--- src/rtl/gray_counter_if.sv ---
// Control and count bus of the Gray counter; master drives controls, slave returns the count.
interface gray_counter_if #(
    parameter int WIDTH = 4
);
    logic             en;
    logic             up;
    logic             load;
    logic [WIDTH-1:0] load_gray;
    logic [WIDTH-1:0] gray_out;
    logic [WIDTH-1:0] bin_out;
    logic             carry;

    modport master (
        output en, up, load, load_gray,
        input  gray_out, bin_out, carry
    );

    modport slave (
        input  en, up, load, load_gray,
        output gray_out, bin_out, carry
    );
endinterface

--- src/rtl/gray_counter.sv ---
// Up/down Gray counter with Gray-coded load and wrap/saturate ends; binary state, Gray view registered alongside.
// Latency: 1 cycle from en/up/load/rst_n sampling edge to gray_out/bin_out/carry.
// Backpressure: none; one step per enabled cycle, load has priority over the step.
module gray_counter #(
    parameter int WIDTH    = 4,
    parameter bit SATURATE = 1'b0
) (
    input  logic         clk,
    input  logic         rst_n,
    gray_counter_if.slave cnt
);
    localparam logic [WIDTH-1:0] MAX_VAL = '1;
    localparam logic [WIDTH-1:0] ONE     = {{(WIDTH-1){1'b0}}, 1'b1};

    logic [WIDTH-1:0] bin_q;
    logic [WIDTH-1:0] gray_q;
    logic             carry_q;
    logic [WIDTH-1:0] bin_d;
    logic             carry_d;
    logic [WIDTH-1:0] load_bin;

    // Gray to binary: each binary bit is the XOR of all Gray bits at or above it.
    always_comb begin
        logic acc;
        acc      = 1'b0;
        load_bin = '0;
        for (int i = WIDTH - 1; i >= 0; i--) begin
            acc         = acc ^ cnt.load_gray[i];
            load_bin[i] = acc;
        end
    end

    always_comb begin
        bin_d   = bin_q;
        carry_d = 1'b0;
        if (cnt.load) begin
            bin_d = load_bin;
        end else if (cnt.en) begin
            if (cnt.up) begin
                if (bin_q == MAX_VAL) begin
                    carry_d = 1'b1;
                    if (!SATURATE) bin_d = '0;
                end else begin
                    bin_d = bin_q + ONE;
                end
            end else begin
                if (bin_q == '0) begin
                    carry_d = 1'b1;
                    if (!SATURATE) bin_d = MAX_VAL;
                end else begin
                    bin_d = bin_q - ONE;
                end
            end
        end
    end

    // Gray register is fed from the next binary value so both views change on the same edge.
    always_ff @(posedge clk) begin
        if (!rst_n) begin
            bin_q   <= '0;
            gray_q  <= '0;
            carry_q <= 1'b0;
        end else begin
            bin_q   <= bin_d;
            gray_q  <= bin_d ^ (bin_d >> 1);
            carry_q <= carry_d;
        end
    end

    assign cnt.bin_out  = bin_q;
    assign cnt.gray_out = gray_q;
    assign cnt.carry    = carry_q;
endmodule

--- src/flat_wrapper.sv ---
// flat-port wrapper written by rule: the top's interface ports become plain ports
module gray_counter_flat 
#(
    parameter int WIDTH    = 4,
    parameter bit SATURATE = 1'b0
)
  (clk, rst_n, cnt_en, cnt_up, cnt_load, cnt_load_gray, cnt_gray_out, cnt_bin_out, cnt_carry);
  gray_counter_if #(.WIDTH(WIDTH)) cnt_i ();
  input  logic clk;
  input  logic rst_n;
  input wire logic [$bits(cnt_i.en)-1:0] cnt_en;
  input wire logic [$bits(cnt_i.up)-1:0] cnt_up;
  input wire logic [$bits(cnt_i.load)-1:0] cnt_load;
  input wire logic [$bits(cnt_i.load_gray)-1:0] cnt_load_gray;
  output wire logic [$bits(cnt_i.gray_out)-1:0] cnt_gray_out;
  output wire logic [$bits(cnt_i.bin_out)-1:0] cnt_bin_out;
  output wire logic [$bits(cnt_i.carry)-1:0] cnt_carry;
  assign cnt_i.en = cnt_en;
  assign cnt_i.up = cnt_up;
  assign cnt_i.load = cnt_load;
  assign cnt_i.load_gray = cnt_load_gray;
  assign cnt_gray_out = cnt_i.gray_out;
  assign cnt_bin_out = cnt_i.bin_out;
  assign cnt_carry = cnt_i.carry;
  gray_counter #(.WIDTH(WIDTH), .SATURATE(SATURATE)) u_core (.clk(clk), .rst_n(rst_n), .cnt(cnt_i));
endmodule
--- config.mk ---
export PLATFORM = sky130hd
export DESIGN_NAME = gray_counter_flat
export DESIGN_NICKNAME = d
export VERILOG_FILES = /design/src/rtl/gray_counter_if.sv /design/src/rtl/gray_counter.sv /design/src/flat_wrapper.sv
export SDC_FILE = /design/constraint.sdc
export NUM_CORES = 1
export LEC_CHECK = 0
export CAP_MARGIN = 20
export CORE_MARGIN = 10
export CORE_UTILIZATION = 30
export CTS_CLUSTER_SIZE = 8
export DETAILED_ROUTE_END_ITERATION = 8
export GPL_ROUTABILITY_DRIVEN = 0
export PLACE_DENSITY_LB_ADDON = 0.05
export SETUP_SLACK_MARGIN = 0.05
export SLEW_MARGIN = 20
export SYNTH_ARGS = -nofsm -noshare
export SYNTH_HDL_FRONTEND = slang
export SYNTH_SLANG_ARGS = --single-unit
--- constraint.sdc ---
create_clock -name clk -period 2.2 [get_ports clk]
set_input_delay 0.55 -clock clk [delete_from_list [all_inputs] [get_ports clk]]
set_output_delay 0.55 -clock clk [all_outputs]
set_load 0.03 [all_outputs]
After elaboration in Yosys (flattened, before gate mapping)
Cells that the tools add are included.
{"block": "op_classes", "addsub": 2, "eq_ne": 1, "mux": 8, "bitwise": 6, "n_reduce_logical": 2}
{"operator": "two-way mux 4 bit", "n": 5}
{"operator": "adder 4 x 1 -> 4 bit, second input constant", "n": 1}
{"operator": "== test 4 bit, second input constant", "n": 1}
{"operator": "logical NOT 4 bit", "n": 1}
{"operator": "subtractor 4 x 1 -> 4 bit, second input constant", "n": 1}
{"operator": "bitwise XOR 4 x 3 -> 4 bit", "n": 1}
{"operator": "two-way mux 1 bit", "n": 3}
{"operator": "OR reduction 3 bit", "n": 1}
{"operator": "bitwise XOR 1 bit", "n": 3}
{"operator": "NOT 1 bit", "n": 2}
{"block": "totals", "reg_bits": 9, "output_inout_bits": 9}

Depth between registers and ports, before layout
Gate-level depths: netlist of run 1.
{"block": "logic_depth", "word_depth": 6, "ltp_mapped": 7}

Worst setup path before layout of run 1
Ideal clock, no wire load.
{"block": "synth_timing", "kind": "reg-to-reg", "startpoint": "reg u_core.bin_q[0] (netlist: u_core.cnt.bin_out[0])", "endpoint": "reg u_core.gray_q[2] (netlist: u_core.cnt.gray_out[2])", "setup_ps": 121, "arrival_ps": 1835, "required_time_ps": 2079, "setup_slack_ps": 244, "stages_incl_launch_ff": 8, "cell_sequence": "dfxtp_1 inv_1 ha_1 mux2_4 a211o_1 nand3_1 nor2_1 mux2_2"}
{"block": "synth_between", "elab_chain_cells": 6, "elab_cells_between_ends": 10, "classes_between": "add/sub: 2; eq/ne: 1; mux: 5; bitwise: 1; reduce/logical: 1"}
{"element": "start: declaration", "line_no": "gray_counter.sv:15", "text": "logic [WIDTH-1:0] bin_q;"}
{"element": "start signal: assignment", "line_no": "gray_counter.sv:64", "text": "bin_q <= bin_d;"}
{"element": "subtractor 4 x 1 -> 4 bit, or another cell as far along", "line_no": "gray_counter.sv:51", "text": "bin_d = bin_q - ONE;"}
{"element": "two-way mux 4 bit (on tied branches)", "line_no": "gray_counter.sv:47, gray_counter.sv:40"}
{"element": "two-way mux 4 bit (*)", "line_no": "gray_counter.sv:39", "text": "if (cnt.up) begin"}
{"element": "two-way mux 4 bit (*)", "line_no": "gray_counter.sv:38", "text": "end else if (cnt.en) begin"}
{"element": "two-way mux 4 bit (*)", "line_no": "gray_counter.sv:36", "text": "if (cnt.load) begin"}
{"element": "bitwise XOR 4 x 3 -> 4 bit (*)", "line_no": "gray_counter.sv:65", "text": "gray_q <= bin_d ^ (bin_d >> 1);"}
{"element": "end signal: assignment", "line_no": "gray_counter.sv:65"}
{"element": "end: declaration", "line_no": "gray_counter.sv:16", "text": "logic [WIDTH-1:0] gray_q;"}
Every way passes the cells marked *; elsewhere a longest branch is shown, timed or not.
A chain may end at the register's enable or synchronous reset.

==> metrics.md, run 1 <==
| Metric | Value |
|---|---|
| Syn Inst Count | `60` |
| DR vias | `494` |
| Ports | `18` |
| Yosys warnings | `0` |
| Worst path depth | `1` |
| CP peak stage delay | `0.74 ns` |
| Post-cts sizing count | `0` |
| CP delay by family, top | `buffers and inverters` |
| Master of the slowest instance on the critical path | `clkdlybuf4s50_1` |
| Crit Reg-Reg Endpoint | `u_core.cnt.gray_out[2]$_SDFF_PN0_` |
| Fin. Hold Viols | `0` |
| Clock latency at the later pin of the worst-skew pair | `0.25 ns` |
| First-pass GRT wire length | `2260 µm` |
| Fin area | `801 µm²` |
| Initial core utilization | `31.1%` |
| Clock Skews | `0.00575 ns` |
| # diodes | `0` |
| Seq/Total Area, Yosys | `30.1%` |
| CP cell instances | `clkdlybuf4s50_1` |
| IO buf count | `17` |
| Post-layout min period | `2.04 ns` |
| Vias/cell | `4.45` |
| Cell area after synthesis | `532 µm²` |
| Worst path bufs/invs | `1` |
| Dpl hpwl | `1050 µm` |
| DR DRC count | `0` |
| CTS buffer count | `3` |
| Critical Path End | `cnt_bin_out[3]` |
| Hold path cells | `3` |
| Storage cell area | `160 µm²` |
| Worst-path fanout max | `9` |
| Crit path kind | `reg2out` |
| Setup violators final | `0` |
| Layout cells sized above 1 | `18.6%` |
| Clk sink count | `8` |
| Pleak | `0.338 nW` |
| Antenna violations before repair | `0` |
| Relative slew slack | `76.8%` |
| Global Route Usage Sum | `6.95%` |
| CP arrival | `1.49 ns` |
| Crit path launch | `u_core.cnt.gray_out[3]$_SDFF_PN0_` |
| Area of the multi-input gates | `334 µm²` |
| Die Ht | `62.1 µm` |
| CP required | `1.65 ns` |
| H-Tree Depth | `1` |
| Cell depth of the worst flop-to-flop path | `7` |
| Total congestion overflow | `0` |
| Fin crit share | `92.6%` |
| CTS tree | `yes` |
| Largest net degree at the start of global routing | `10` |
| Hold buffer count at CTS | `0` |
| Core Util, Final | `46.9%` |
| Starting DRT DRC Count | `9` |
| Root Buffer | `clkbuf_4` |
| Syn Nets | `71` |
| Pwr dens | `615 nW/µm²` |
| Worst-path clk slew | `0.05 ns` |
| Dpl cells | `108` |
| Antenna Violating Nets Remaining | `0` |
| Tightest Pin Transition | `0.343 ns` |
| Die Area | `3860 µm²` |
| Clk buf depth | `2` |
| Syn_area_per_cell | `8.86 µm²` |
| Post-DR wirelength/cell | `11.9 µm` |
| R2r startpoint | `u_core.cnt.bin_out[0]$_SDFF_PN0_` |
| Dpl cell area | `778 µm²` |
| Min-Delay Path Class | `reg2reg` |
| Final total power | `492 µW` |
| Vias in the first global route | `517` |
| CP Capture Type | `primary output` |
| Min-delay src | `u_core.cnt.bin_out[2]$_SDFF_PN0_` |
| First-pass DRT Iterations | `4` |
| Max-slew violations | `0` |
| Fill cells | `176` |
| RSZ-0062 raised after global routing | `no` |
| Number of distinct library cells after synthesis | `28` |
| Maxcap violations | `0` |
| Yosys reg bits | `8` |
| Worst vdd rail ir drop | `453 µV` |
| Die W | `62.1 µm` |
| Row cnt | `15` |
| Status | `finished clean` |
| Min Hold Slack | `0.719 ns` |
| F_max | `0.491 GHz` |
| Area of the core | `1710 µm²` |
| Nets | `99` |
| Startpoint Class | `flop` |
| Final non-filler cell total | `111` |
| Post-CTS setup buffer count | `0` |
| FF-to-FF setup slack | `0.26 ns` |
| Area Overhead vs Synth | `50.6%` |
| WL final | `1320 µm` |
[cell families (layout without fill, tap and decap cells)]
family | after synthesis | count (layout) | share of synthesized area (%)
DFF | 8 | 8 | 30.1
buffers and inverters | 8 | 34 | 7.06
xor gates and xnor gates | 7 | 7 | 14.1
AOI/OAI and AO/OA | 15 | 15 | 19.5
muxes | 2 | 2 | 4.94
adders and majority gates | 2 | 2 | 4.71
and+or+nand+nor | 18 | 18 | 19.5
[placed cells by master (no fill, tap or decap), types with 2 or more instances in the layout]
cell	Yosys	routed
a211oi_1	2	2
a21oi_1	5	5
and2_1	3	3
buf_4	1	8
clkbuf_4	1	3
clkdlybuf4s50_1	0	17
dfxtp_1	8	8
ha_1	2	2
inv_1	6	6
nand2_1	2	2
nand3_1	3	3
nor2_1	2	2
nor2b_1	3	3
nor4b_1	2	2
o21bai_1	2	2
xor2_1	5	5
[synthesized netlist by cell type, drive strengths merged]
cell type / number / area share (%)
a211oi: 2 / 2.8
a211o: 1 / 1.6
a31oi: 1 / 1.2
o211ai: 1 / 1.4
nor2b: 3 / 3.5
xnor3: 1 / 4.2
o21bai: 2 / 2.8
mux2: 2 / 4.9
a22oi: 1 / 2.4
a21oi: 6 / 6.4
o21ai: 1 / 0.94
xnor2: 1 / 1.6
nand2: 2 / 1.4
and2: 4 / 4.9
nand3: 3 / 2.8
inv: 6 / 4.2
nand4: 1 / 1.2
nor2: 2 / 1.4
nor4b: 2 / 3.3
xor2: 5 / 8.2
dfxtp: 8 / 30
nor3: 1 / 0.94
clkbuf: 1 / 1.4
ha: 2 / 4.7
buf: 1 / 1.4
[routing by layer]
layer	GRT usage, %	part of all wire (%)	vias up
met5	0	0	-
met4	0	0	0
met3	4.12	4.8	0
met2	11.4	46	12
met1	7.99	49	220
li1	-	-	262
[flip-flops by register name (all words and copies together) (netlist names)]
signal / cells
u_core.cnt.carry: 1
u_core.cnt.bin_out: 3
u_core.cnt.gray_out: 4
[report_power, final]
part	internal (mW)	total, mW	switching [mW]
Sequential	0.163	0.181	0.0183
Combinational	0.103	0.202	0.0987
Clock	0.0622	0.110	0.0473
[final cells by class]
type / instances / share of cell area [%]
timing repair buffer: 25 / 28.8
clock buffer: 3 / 2.81
tap: 25 / 3.91
inverter: 6 / 2.81
sequential: 8 / 20.0
multi-input combinational: 44 / 41.7
[per-stage QoR]
step | setup WS, ns | setup TNS (ns)
after floorplan | 0.244 | 0
after global placement | -0.0101 | -0.0101
after detailed placement | -0.0185 | -0.0192
after CTS | 0.160 | 0
after global routing | 0.111 | 0
final | 0.162 | 0
[how the worst min path moves through the flow]
stage	slack, ns	to
6_report	0.72	u_core.cnt.bin_out[2]$_SDFF_PN0_
3_5_place_dp	0.71	u_core.cnt.bin_out[2]$_SDFF_PN0_
3_3_place_gp	0.72	u_core.cnt.bin_out[2]$_SDFF_PN0_
2_1_floorplan	0.67	u_core.cnt.carry$_SDFF_PP0_
4_1_cts	0.71	u_core.cnt.bin_out[2]$_SDFF_PN0_
5_1_grt	0.79	u_core.cnt.bin_out[2]$_SDFF_PN0_
(Power assumes the default switching activity.)
==> run 2, diff against run 1 <==
Clock period 2.2 ns to 2.6 ns, I/O delays scaled along.
==> run 2 against run 1 <==
  * Critical path depth increased by 5
  * First-iteration DRC count is 22% higher
  * Largest power group unchanged
  * Cell area fell by 7.5%
==> metrics.md, run 2 (synthesized netlist as in run 1, its figures left out) <==
| Metric | Value |
|---|---|
| Antenna violations before repair | `0` |
| CTS buffer count | `3` |
| Clock Skews | `0.00198 ns` |
| Dpl cell area | `718 µm²` |
| First-pass DRT Iterations | `4` |
| Post-CTS setup buffer count | `0` |
| Fin crit share | `82.4%` |
| Most common cell after layout, fill and taps aside | `clkdlybuf4s50_1` |
| Post-layout min period | `2.14 ns` |
| Relative slew slack | `73.0%` |
| Crit path kind | `in2reg` |
| WL final | `1170 µm` |
| FF-to-FF setup slack | `0.72 ns` |
| DR DRC count | `0` |
| Antenna Violating Nets Remaining | `0` |
| Fin. Hold Viols | `0` |
| IO buf count | `17` |
| CTS tree | `yes` |
| Core Util, Final | `43.4%` |
| F_max | `0.467 GHz` |
| Maxcap violations | `0` |
| Largest net degree at the start of global routing | `12` |
| Global Route Usage Sum | `6.66%` |
| R2r startpoint | `u_core.cnt.bin_out[0]$_SDFF_PN0_` |
| Fill cells | `174` |
| Area of the core | `1710 µm²` |
| CP delay by family, top | `buffers and inverters` |
| Min Hold Slack | `0.714 ns` |
| Switching power | `133 µW` |
| H-Tree Depth | `1` |
| Combinational power share | `39.7%` |
| Hold path endpoint | `u_core.cnt.bin_out[2]$_SDFF_PN0_` |
| DR vias | `481` |
| CP cell instances | `clkdlybuf4s50_1, mux2_4, a211o_1, nand3_1, nor2_1, mux2_2` |
| RSZ-0062 raised after global routing | `no` |
| Worst vdd rail ir drop | `309 µV` |
| Most frequent cells in the layout | `clkdlybuf4s50_1 (17), dfxtp_1 (8), inv_1 (6), a21oi_1 (5), xor2_1 (5)` |
| Pleak | `0.300 nW` |
| Min-Delay Path Class | `reg2reg` |
| Cell depth of the worst flop-to-flop path | `7` |
| Pint | `269 µW` |
| Total congestion overflow | `0` |
| Worst-path fanout max | `6` |
| Pre-CTS setup slack | `0.185 ns` |
| Status | `finished clean` |
| Final total power | `402 µW` |
| Clk buf depth | `2` |
| Hold path cells | `3` |
| Nets | `91` |
| Clock Power Share | `22.7%` |
| Final TNS setup | `0 ns` |
| Pwr dens | `543 nW/µm²` |
| CP Capture Type | `flop` |
| Row cnt | `15` |
| CP arrival | `2.28 ns` |
| Startpoint Class | `input pin` |
| Post-cts sizing count | `0` |
| Layout cells sized above 1 | `10.3%` |
| Switching share of power | `33.1%` |
| Setup violators final | `0` |
| Crit Reg-Reg Endpoint | `u_core.cnt.gray_out[2]$_SDFF_PN0_` |
| Max-slew violations | `0` |
| Fin area | `741 µm²` |
| Dpl cells | `100` |
| Dpl hpwl | `955 µm` |
| Clk sink count | `8` |
| Max reg flops | `4` |
| Worst path bufs/invs | `1` |
| Die Area | `3860 µm²` |
| Tightest Pin Transition | `0.400 ns` |
| Initial core utilization | `31.1%` |
| Min-delay src | `u_core.cnt.bin_out[2]$_SDFF_PN0_` |
| Area Overhead vs Synth | `39.3%` |
| CP required | `2.74 ns` |
| Final non-filler cell total | `103` |
| Master of the slowest instance on the critical path | `clkdlybuf4s50_1` |
| Die W | `62.1 µm` |
| # diodes | `0` |
| Vias/cell | `4.67` |
| Hold buffer count at CTS | `0` |
| Storage cell area | `160 µm²` |
| Worst-path clk slew | `0.05 ns` |
| Root Buffer | `clkbuf_4` |
| Post-DR wirelength/cell | `11.3 µm` |
| Vias in the first global route | `504` |
| Sequential Power Share | `37.7%` |
| Area of the multi-input gates | `334 µm²` |
| First-pass GRT wire length | `2150 µm` |
| Clock latency at the later pin of the worst-skew pair | `0.25 ns` |
| Ports | `18` |
| Final WS setup | `0.458 ns` |
| CP peak stage delay | `0.59 ns` |
| Die Ht | `62.1 µm` |
| Starting DRT DRC Count | `11` |
==> run 2: cell count changes in the layout (fill, tap and decap cells not counted), sizes merged <==
| cell | before | now |
|---|---|---|
| buf | 8 | 0 |
==> run 2: area by class of cell <==
cell class | count | area share (%)
Inverter | 6 | 3.04
Clock buffer | 3 | 3.04
Multi-Input combinational cell | 44 | 45.1
Sequential cell | 8 | 21.6
Timing Repair Buffer | 17 | 23.0
Tap cell | 25 | 4.22
==> run 2: worst max-delay path by stage <==
stage                                           start                           endpoint  slack (ns)  depth (start not counted)
floorplan            u_core.cnt.bin_out[0]$_SDFF_PN0_  u_core.cnt.gray_out[2]$_SDFF_PN0_        0.64                          7
global placement                               cnt_up  u_core.cnt.gray_out[2]$_SDFF_PN0_        0.21                          6
detailed placement                             cnt_up  u_core.cnt.gray_out[2]$_SDFF_PN0_        0.18                          6
CTS                                            cnt_up  u_core.cnt.gray_out[2]$_SDFF_PN0_        0.45                          6
global route        u_core.cnt.gray_out[3]$_SDFF_PN0_                    cnt_gray_out[3]        0.36                          1
finish                                         cnt_up  u_core.cnt.gray_out[2]$_SDFF_PN0_        0.46                          6
==> run 2: worst register-to-register path, cell delays in order (launching register included) <==
cell and delay [ns]:
dfxtp_1 0.45, inv_1 0.10, ha_1 0.24, mux2_4 0.28
a211o_1 0.30, nand3_1 0.11, nor2_1 0.05, mux2_2 0.24
==> run 2: power groups by stage <==
stage / clock network (mW) / logic, mW / registers [mW]
floorplan: 0 / 0.0761 / 0.181
global placement: 0 / 0.163 / 0.155
detailed placement: 0 / 0.161 / 0.155
CTS: 0.0958 / 0.162 / 0.152
global route: 0.108 / 0.174 / 0.155
finish: 0.0911 / 0.159 / 0.151
==> run 2: per-layer routing <==
| metal | track usage, % | vias up | wire length, µm |
|---|---|---|---|
| met5 | 0 | - | 0 |
| met4 | 0.857 | 0 | 0 |
| met3 | 4.30 | 0 | 85 |
| met2 | 10.3 | 16 | 550 |
| met1 | 7.71 | 222 | 532 |
| li1 | - | 243 | - |
